### src/rtl/muldiv_unit_pkg.sv
// Shared definitions for the M-extension multiply/divide unit: funct3 and opcode
// encodings, the handshake FSM state type and the illegal W-variant combinations.
package muldiv_unit_pkg;

    typedef enum logic [2:0] {
        F3Mul    = 3'd0,
        F3Mulh   = 3'd1,
        F3Mulhsu = 3'd2,
        F3Mulhu  = 3'd3,
        F3Div    = 3'd4,
        F3Divu   = 3'd5,
        F3Rem    = 3'd6,
        F3Remu   = 3'd7
    } funct3_m_e;

    typedef enum logic [6:0] {
        OpcOp   = 7'b0110011,
        OpcOp32 = 7'b0111011
    } opcode_e;

    typedef enum logic [1:0] {
        StIdle,
        StBusy,
        StDone
    } muldiv_state_e;

    // One bit per funct3: set where the W form does not exist (MULH, MULHSU, MULHU).
    localparam logic [7:0] WordIllegalMask = 8'b0000_1110;

    function automatic logic word_illegal(logic [2:0] funct3);
        return WordIllegalMask[funct3];
    endfunction

endpackage

### src/rtl/muldiv_iter.sv
// Iterative radix-2 datapath: shift-add multiply, restoring divide, sign fix-up
// and the special-case bypass for divide-by-zero and signed overflow.
module muldiv_iter
    import muldiv_unit_pkg::*;
#(
    parameter int unsigned XLEN = 32
) (
    input  logic            clk,
    input  logic            rst_n,
    input  logic            clear,
    input  logic            start,
    input  logic [2:0]      funct3,
    input  logic            word,
    input  logic [XLEN-1:0] a,
    input  logic [XLEN-1:0] b,
    output logic            idle,
    output logic [XLEN-1:0] result
);

    localparam int unsigned CntW = $clog2(XLEN) + 1;

    function automatic logic [XLEN-1:0] sext32(logic [31:0] v);
        logic signed [31:0] s;
        s = v;
        return XLEN'(s);
    endfunction

    logic            word_eff, is_div, signed_a, signed_b, neg_a, neg_b;
    logic            b_zero, a_min, b_m1, overflow, special;
    logic [XLEN-1:0] a_s, a_z, b_s, b_z, mag_a, mag_b, special_res;

    logic [CntW-1:0]   cnt_q;
    logic [XLEN-1:0]   sh_q, opb_q, special_res_q;
    logic [2*XLEN-1:0] acc_q;
    logic              is_div_q, want_hi_q, want_rem_q, word_q, neg_q_q, neg_r_q, special_q;

    logic              msb, q_bit;
    logic [XLEN:0]     rem_sh, rem_sub;
    logic [2*XLEN-1:0] acc_mul, prod;
    logic [XLEN-1:0]   quo, rmd, raw;

    // Operand preparation at accept: magnitudes, signs and bypass detection.
    always_comb begin
        word_eff = (XLEN == 64) && word && !word_illegal(funct3);
        is_div   = funct3[2];
        signed_a = is_div ? !funct3[0] : (funct3 == F3Mulh || funct3 == F3Mulhsu);
        signed_b = is_div ? !funct3[0] : (funct3 == F3Mulh);
        a_s      = word_eff ? sext32(a[31:0]) : a;
        a_z      = word_eff ? XLEN'(a[31:0]) : a;
        b_s      = word_eff ? sext32(b[31:0]) : b;
        b_z      = word_eff ? XLEN'(b[31:0]) : b;
        neg_a    = signed_a && a_s[XLEN-1];
        neg_b    = signed_b && b_s[XLEN-1];
        mag_a    = signed_a ? (neg_a ? -a_s : a_s) : a_z;
        mag_b    = signed_b ? (neg_b ? -b_s : b_s) : b_z;
        b_zero   = (b_z == '0);
        a_min    = word_eff ? (a[31:0] == 32'h8000_0000) : (a == {1'b1, {(XLEN-1){1'b0}}});
        b_m1     = word_eff ? (b[31:0] == 32'hFFFF_FFFF) : (b == '1);
        overflow = is_div && signed_a && a_min && b_m1;
        special  = is_div && (b_zero || overflow);
        special_res = '0;
        if (b_zero) begin
            special_res = funct3[1] ? a_s : '1;
        end else if (overflow) begin
            special_res = funct3[1] ? '0 : a_s;
        end
    end

    // One iteration step plus the final sign fix-up and result selection.
    always_comb begin
        msb     = word_q ? sh_q[31] : sh_q[XLEN-1];
        rem_sh  = {acc_q[XLEN-1:0], msb};
        rem_sub = rem_sh - {1'b0, opb_q};
        q_bit   = !rem_sub[XLEN];
        acc_mul = {acc_q[2*XLEN-2:0], 1'b0} + (msb ? {{XLEN{1'b0}}, opb_q} : '0);
        prod    = neg_q_q ? -acc_q : acc_q;
        quo     = neg_q_q ? -sh_q : sh_q;
        rmd     = neg_r_q ? -acc_q[XLEN-1:0] : acc_q[XLEN-1:0];
        if (is_div_q) begin
            raw = want_rem_q ? rmd : quo;
        end else begin
            raw = want_hi_q ? prod[2*XLEN-1:XLEN] : prod[XLEN-1:0];
        end
        if (special_q) begin
            result = special_res_q;
        end else begin
            result = word_q ? sext32(raw[31:0]) : raw;
        end
        idle = (cnt_q == '0);
    end

    always_ff @(posedge clk or negedge rst_n) begin
        if (!rst_n) begin
            cnt_q         <= '0;
            sh_q          <= '0;
            opb_q         <= '0;
            acc_q         <= '0;
            special_res_q <= '0;
            is_div_q      <= 1'b0;
            want_hi_q     <= 1'b0;
            want_rem_q    <= 1'b0;
            word_q        <= 1'b0;
            neg_q_q       <= 1'b0;
            neg_r_q       <= 1'b0;
            special_q     <= 1'b0;
        end else if (clear) begin
            cnt_q     <= '0;
            special_q <= 1'b0;
        end else if (start) begin
            cnt_q         <= special ? '0 : (word_eff ? CntW'(32) : CntW'(XLEN));
            sh_q          <= mag_a;
            opb_q         <= mag_b;
            acc_q         <= '0;
            special_res_q <= special_res;
            special_q     <= special;
            is_div_q      <= is_div;
            want_hi_q     <= !is_div && (funct3[1:0] != 2'b00);
            want_rem_q    <= funct3[1];
            word_q        <= word_eff;
            neg_q_q       <= neg_a ^ neg_b;
            neg_r_q       <= neg_a;
        end else if (cnt_q != '0) begin
            cnt_q <= cnt_q - CntW'(1);
            if (is_div_q) begin
                acc_q <= {{XLEN{1'b0}}, (q_bit ? rem_sub[XLEN-1:0] : rem_sh[XLEN-1:0])};
                sh_q  <= {sh_q[XLEN-2:0], q_bit};
            end else begin
                acc_q <= acc_mul;
                sh_q  <= {sh_q[XLEN-2:0], 1'b0};
            end
        end
    end

endmodule

### src/rtl/muldiv_unit.sv
// M-extension multiply/divide unit: valid/ready handshake FSM around the
// iterative muldiv_iter datapath, with flush and pass-through tag.
module muldiv_unit
    import muldiv_unit_pkg::*;
#(
    parameter int unsigned XLEN  = 32,
    parameter int unsigned TAG_W = 5
) (
    input  logic             clk,
    input  logic             rst_n,
    input  logic             flush,
    input  logic             in_valid,
    output logic             in_ready,
    input  logic [2:0]       in_funct3,
    input  logic             in_word,
    input  logic [XLEN-1:0]  in_a,
    input  logic [XLEN-1:0]  in_b,
    input  logic [TAG_W-1:0] in_tag,
    output logic             out_valid,
    input  logic             out_ready,
    output logic [XLEN-1:0]  out_result,
    output logic [TAG_W-1:0] out_tag
);

    muldiv_state_e    state_q;
    logic [TAG_W-1:0] tag_q, out_tag_q;
    logic [XLEN-1:0]  out_result_q;
    logic             accept, iter_idle;
    logic [XLEN-1:0]  iter_result;

    // Flush wins over a simultaneous accept.
    assign accept = in_valid && (state_q == StIdle) && !flush;

    muldiv_iter #(
        .XLEN(XLEN)
    ) u_iter (
        .clk    (clk),
        .rst_n  (rst_n),
        .clear  (flush),
        .start  (accept),
        .funct3 (in_funct3),
        .word   (in_word),
        .a      (in_a),
        .b      (in_b),
        .idle   (iter_idle),
        .result (iter_result)
    );

    always_ff @(posedge clk or negedge rst_n) begin
        if (!rst_n) begin
            state_q      <= StIdle;
            tag_q        <= '0;
            out_tag_q    <= '0;
            out_result_q <= '0;
        end else if (flush) begin
            state_q <= StIdle;
        end else begin
            unique case (state_q)
                StIdle: begin
                    if (accept) begin
                        state_q <= StBusy;
                        tag_q   <= in_tag;
                    end
                end
                StBusy: begin
                    if (iter_idle) begin
                        state_q      <= StDone;
                        out_result_q <= iter_result;
                        out_tag_q    <= tag_q;
                    end
                end
                StDone: begin
                    if (out_ready) begin
                        state_q <= StIdle;
                    end
                end
                default: state_q <= StIdle;
            endcase
        end
    end

    assign in_ready   = (state_q == StIdle);
    assign out_valid  = (state_q == StDone);
    assign out_result = out_result_q;
    assign out_tag    = out_tag_q;

endmodule

### config.mk
export PLATFORM = sky130hd
export DESIGN_NAME = muldiv_unit
export DESIGN_NICKNAME = d
export VERILOG_FILES = /design/src/rtl/muldiv_unit_pkg.sv /design/src/rtl/muldiv_iter.sv /design/src/rtl/muldiv_unit.sv
export SDC_FILE = /design/constraint.sdc
export NUM_CORES = 1
export LEC_CHECK = 0
export CAP_MARGIN = 20
export CORE_ASPECT_RATIO = 2
export CORE_UTILIZATION = 36
export DETAILED_ROUTE_END_ITERATION = 6
export GPL_ROUTABILITY_DRIVEN = 1
export GPL_TIMING_DRIVEN = 0
export SLEW_MARGIN = 20
export SYNTH_ARGS = -nofsm -noshare
export SYNTH_HDL_FRONTEND = slang
export SYNTH_HIERARCHICAL = 1
export SYNTH_SLANG_ARGS = --single-unit
export TNS_END_PERCENT = 20
### constraint.sdc
create_clock -name clk -period 5.1 [get_ports clk]
set_input_delay 0.765 -clock clk [delete_from_list [all_inputs] [get_ports clk]]
set_output_delay 0.765 -clock clk [all_outputs]
set_load 0.005 [all_outputs]
# After elaboration in Yosys (flattened, before gate mapping)
# Cells that the tools add are included.
[totals] regBits=216 word_cells=98 output_inout_bits=39
[op_classes] n_mux=36 n_reduce_logical=28 bitwise=2 eq_ne=9 add_sub_neg=8
[ops] operator="$mux 32" count=18
[ops] operator="$mux 64" count=4
[ops] operator="$neg 32->32" count=4
[ops] operator="$add 64x64->64" count=1
[ops] operator="$eq 32x32->1 const B" count=2
[ops] operator="$neg 64->64" count=1
[ops] operator="$sub 33x32->33" count=1
[ops] operator="$logic_not 32->1" count=1
[ops] operator="$mux 6" count=4
[ops] operator="$logic_and 1x1->1" count=9
[ops] operator="$reduce_and 3->1" count=3
[ops] operator="$mux 2" count=4
[ops] operator="$logic_not 6->1" count=1
[ops] operator="$ne 3x2->1 const B" count=2
[ops] operator="$pmux 2 s3" count=1
[ops] operator="$reduce_bool 2->1" count=3
[ops] operator="$reduce_bool 6->1" count=1
[ops] operator="$sub 6x1->6 const B" count=1
[ops] operator="$mux 1" count=5
[ops] operator="$logic_not 1->1" count=4
[ops] operator="$reduce_and 2->1" count=2
[ops] operator="$eq 3x1->1 const B" count=1
[ops] operator="$eq 3x2->1 const B" count=1
[ops] operator="$ne 3x3->1 const B" count=1
[ops] operator="other kinds (7)" count=8

# Depth between registers and ports, before layout
[logic_depth] word_depth=11 mapped_depth=15 ltp_nobuf=13

# Cells and area by module
# Netlist, hierarchy kept.
[by_module_without_submodules] module="muldiv_iter" instances=1 area_per_inst_um2=16497.1 cells_each=2236
[by_module_without_submodules] module="muldiv_unit" instances=1 area_per_inst_um2=1845.5 cells_each=100

# Least setup slack after synthesis
# No wires, ideal clock.
[synth_path] path_kind="reg2reg" start="register u_iter.sh_q[31]" end="register u_iter.acc_q[61]" t_arrival_ps=3532 period_less_slack_ps=3662 t_required_ps=4970 path_stages_with_launch=16 slack_ps=1438 path_cell_list="dfrtp_1 clkinv_1 clkbuf_1 nor2_1 ha_1 fa_1 a211oi_1 o21ai_0 a211oi_1 o31a_1 nor4b_1 o31ai_1 clkbuf_1 nor2_1 a22oi_1 o21ai_0"
[synth_between] elab_chain_len=5
[synth_lines] element="start, declared" line_no="muldiv_iter.sv:33" text="logic [XLEN-1:0] sh_q, opb_q, special_res_q;"
[synth_lines] element="start signal, assigned" line_no="muldiv_iter.sv:111" text="sh_q <= mag_a;"
[synth_lines] element="start signal, assigned" line_no="muldiv_iter.sv:126" text="sh_q <= {sh_q[XLEN-2:0], q_bit};"
[synth_lines] element="start signal, assigned" line_no="muldiv_iter.sv:129" text="sh_q <= {sh_q[XLEN-2:0], 1'b0};"
[synth_lines] element="$mux 32" line_no="muldiv_iter.sv:75" text="acc_mul = {acc_q[2*XLEN-2:0], 1'b0} + (msb ? {{XLEN{1'b0}}, opb_q} : '0);"
[synth_lines] element="$add 64x64->64" line_no="muldiv_iter.sv:75"
[synth_lines] element="$mux 64" line_no="muldiv_iter.sv:124" text="if (is_div_q) begin"
[synth_lines] element="$mux 64" line_no="muldiv_iter.sv:122" text="end else if (cnt_q != '0) begin"
[synth_lines] element="$mux 64" line_no="muldiv_iter.sv:109" text="end else if (start) begin"
[synth_lines] element="end signal, assigned" line_no="muldiv_iter.sv:125" text="acc_q <= {{XLEN{1'b0}}, (q_bit ? rem_sub[XLEN-1:0] : rem_sh[XLEN-1:0])};"
[synth_lines] element="end signal, assigned" line_no="muldiv_iter.sv:128" text="acc_q <= acc_mul;"
[synth_lines] element="end, declared" line_no="muldiv_iter.sv:34" text="logic [2*XLEN-1:0] acc_q;"
# Every way passes these cells. The select of a mux whose other input is x is not followed.
# A chain may end at the register's enable or synchronous reset.

# Worst setup path in the final report
[layout_path] start="register u_iter.sh_q[31]" end="register u_iter.acc_q[28]"
[layout_between] elab_chain_len=5
[layout_lines] element="$mux 32 / $sub 33x32->33 (equally long branches)" line_no="muldiv_iter.sv:75, muldiv_iter.sv:73"
[layout_lines] element="$add 64x64->64 / $mux 32 (equally long branches)" line_no="muldiv_iter.sv:75, muldiv_iter.sv:125"
[layout_lines] element="$mux 64 (*)" line_no="muldiv_iter.sv:124"
[layout_lines] element="$mux 64 (*)" line_no="muldiv_iter.sv:122"
[layout_lines] element="$mux 64 (*)" line_no="muldiv_iter.sv:109"
# Mark *: on every way between the ends. The rest lies on a longest branch, timed or not. The select of a mux whose other input is x is not followed.

==> flow_summary_export.csv <==
group,metric,value,unit
detailed_routing,viasPerCell,5.944,
global_routing,gr-usage-all-layers,31.94,%
place,place_ws,-0.3969,ns
setup_path,critPathSlowestCell,"a311oi_1",
timing,max_freq,207.3,MHz
clock_tree,clk_latency,0.59,ns
detailed_routing,drt_iter0_markers,1557,
clock_tree,cts_setup_buffers,0,
finish,final_cell_area,0.02117,sq mm
timing,period_minus_slack,4.823,ns
yosys,synth_top_cell_by_area,"dfrtp_1",
power_and_ir_drop,worst_ir_drop_vdd,291.5,uV
floorplanning,core.rowCount,116,
place,placed_area,0.02039,sq mm
floorplanning,core_area,0.05022,sq mm
clock_tree,numClockSinks,216,
finish,final_cells,3146,
clock_tree,path_clk_slew,0.07,ns
place,hpwlAfterDp,65.04,mm
timing,tns,0,ns
setup_path,cp_max_fo,10,
run_status,status,"finished, final reports clean",
finish,nNetsFinal,2630,
yosys,ys_seq_area_share,29.47,%
power_and_ir_drop,p_per_area,628.4,mW/mm^2
yosys,synth-main-ff-cell,"dfrtp_1",
detailed_routing,wl_per_cell,26.35,um
place,place.gp.congestion,1.060,
yosys,synth_nets,2487,
yosys,ys_top_cells_by_count,"nand2_1 (315), o21ai_0 (258), dfrtp_1 (216), nor2_1 (203), a21oi_1 (147)",
place,portBuffers,115,
timing,grt_setup_unrepaired,"false",
global_routing,overflow,0,
detailed_routing,antenna_left,0,
timing,fin_ws,0.2767,ns
clock_tree,cts_made_buffers,23,
yosys,synth_top_area_share,29.47,%
timing,tightestPinTransition,1.071,ns
power_and_ir_drop,leakagePower,8.604,nW
clock_tree,cts_root_buffer,"clkbuf_16",
finish,num-fill-cells,5260,
floorplanning,die_y,321.2,um
floorplanning,die_w,161.6,um
yosys,synth_edf_count,0,
finish,layout-drive-gt1-share,5.251,%
finish,multi_input_area,0.01201,sq mm
yosys,ys_warn_count,6,
global_routing,grt_pass1_vias,18800,
yosys,synth_seq_cells,216,
finish,regArea,0.005405,sq mm
yosys,netlist_instances,2336,
detailed_routing,firstDrtPassIters,5,
timing,fin_skew,0.03071,ns
clock_tree,hold_buffers,0,
setup_path,cp-start-kind,"register",
detailed_routing,drc,0,
floorplanning,initial_core_util,36.53,%
setup_path,path_cells,"clkinv_1, buf_1, ha_1, fa_1, nand2b_1, a21o_1, a2111o_1, a31oi_1, nor3b_1, o21a_1, o21ai_0, a311oi_1, o21ai_0",
timing,maxSlewViolCount,0,
floorplanning,dieArea,0.05191,sq mm
setup_path,cp_slowest_stage_delay,0.67,ns
setup_path,path_class,"register to register",
setup_path,path_buf_inv,2,
setup_path,crit_path_end_kind,"register",
global_routing,grt_pass1_wl,120.9,mm
detailed_routing,vias,18700,
clock_tree,cts_tree,"done",
yosys,syn_area,0.01834,sq mm
clock_tree,cts_buffer_depth,3,
yosys,yosys.cell_count.top_type,"nand2_1",
place,place_inst,3103,
setup_path,crit_family,"compound AO/OA/AOI/OAI gates",
global_routing,grt_max_degree,94,
setup_path,cp.arrival,5.25,ns
detailed_routing,wl,82.89,mm
setup_path,cp.required,5.52,ns
timing,setup_viol,0,
finish,syn_to_final_growth,15.44,%
yosys,ys_types,81,
timing,slew_headroom,28.59,%
hold_path,min_path_type,"primary input to asynchronous set/reset pin",
yosys,synth_area_leaders,"dfrtp_1 (29%), o21ai_0 (7.0%), xnor2_1 (6.7%), nand2_1 (6.4%), xor2_1 (5.2%)",
yosys,synthArstFlopShare,100.0,%
setup_path,critical_path.most_common_cell,"o21ai_0",
yosys,synth_area_per_cell,7.852,sq um
floorplanning,num_io_pins,117,
global_routing,antenna_found_initial,2,
finish,utilization,42.16,%
flow_run,drv_cap,0,
timing,hold_viol_final,0,
clock_tree,h-tree-depth,1,
timing,min_period_over_period,94.57,%
[placed cells by master, fill, tap and decap left out, types with 30 or more instances in the layout]
master,instances
a21oi_1,147
nor2_1,202
mux2_4,30
a211oi_1,35
clkdlybuf4s50_1,114
nand4_1,30
a21o_1,41
ha_1,71
clkbuf_1,147
xor2_1,108
o21ai_0,257
inv_1,69
nand3_1,34
xnor2_1,141
dfrtp_1,216
nor3_1,40
nand2_1,315
o31ai_1,45
[stage by stage]
stage,hold WS (ns),power (mW)
4_1_cts,0.05921,13.11
3_5_place_dp,0.4711,11.29
3_3_place_gp,0.4619,11.17
6_report,0.06520,13.31
2_1_floorplan,0.4444,8.169
5_1_grt,0.07401,14.10
[what timing repair did]
item / in CTS / in global routing
setup endpoints to repair: 15 / 13
resized for setup: 3 / 5
endpoints found under the hold margin: 0 / 0
[kinds of logic (layout without fill, tap and decap cells)]
kind of cell	Yosys count	count (layout)	share of synthesized area, %
buf+inv	237	396	5.218
fa+ha+maj	73	73	5.061
compound gates	701	701	23.51
mux	69	69	4.679
flops	216	216	29.47
simple gates	791	791	20.18
xor+xnor	249	249	11.89
other cells	0	2	0
[where the power goes]
group          internal [mW]  total [mW]  switching [mW]
clock                  0.967        1.76           0.798
combinational           3.18        8.65            5.47
sequential              2.23        2.89           0.657
[final timing paths]
| check | startpoint | endpoint | slack [ns] | cells after the start |
|---|---|---|---|---|
| worst max-delay path | u_iter/sh_q[31]$_DFFE_PN0P_ | u_iter/acc_q[28]$_DFFE_PN0P_ | 0.28 | 13 |
| worst min-delay path | rst_n | u_iter/acc_q[27]$_DFFE_PN0P_ | 0.07 | 1 |
| worst max register to register | u_iter/sh_q[31]$_DFFE_PN0P_ | u_iter/acc_q[28]$_DFFE_PN0P_ | 0.28 | 13 |
| worst min register to register | u_iter/opb_q[25]$_DFFE_PN0P_ | u_iter/opb_q[25]$_DFFE_PN0P_ | 0.48 | 2 |
| max in group asynchronous | rst_n | out_tag[0]$_DFFE_PN0P_ | 4.20 | 2 |
| min in group clk | u_iter/opb_q[25]$_DFFE_PN0P_ | u_iter/opb_q[25]$_DFFE_PN0P_ | 0.48 | 2 |
[state kept, by name, summed over array words and instances, names as in the netlist, 2 cells and up]
register	count
out_result	32
out_tag	5
state_q	2
tag_q	5
u_iter/acc_q	64
u_iter/cnt_q	6
u_iter/opb_q	32
u_iter/sh_q	32
u_iter/special_res_q	32
[layer usage]
| metal | up-vias | global-route usage [%] | routed length, um | share of wire, % |
|---|---|---|---|---|
| met3 | 292 | 3.714 | 3552 | 4.3 |
| met1 | 9070 | 30.36 | 27250 | 33 |
| met4 | 2 | 30.21 | 9045 | 11 |
| met5 | - | 0 | 13 | 0.016 |
| met2 | 729 | 58.73 | 43030 | 52 |
| li1 | 8608 | - | - | - |
[cell type report]
class                   instances  area share [%]
plain buffers                 167           3.297
clock inverters                 8          0.4550
diodes                          2         0.02364
inverters                      70           1.241
flip-flops and latches        216           25.53
multi-input cells            1883           56.73
repair buffers                118           5.755
clock buffers                  33           3.132
well taps                     649           3.835
Note: power is estimated with default switching activity, not from simulation.
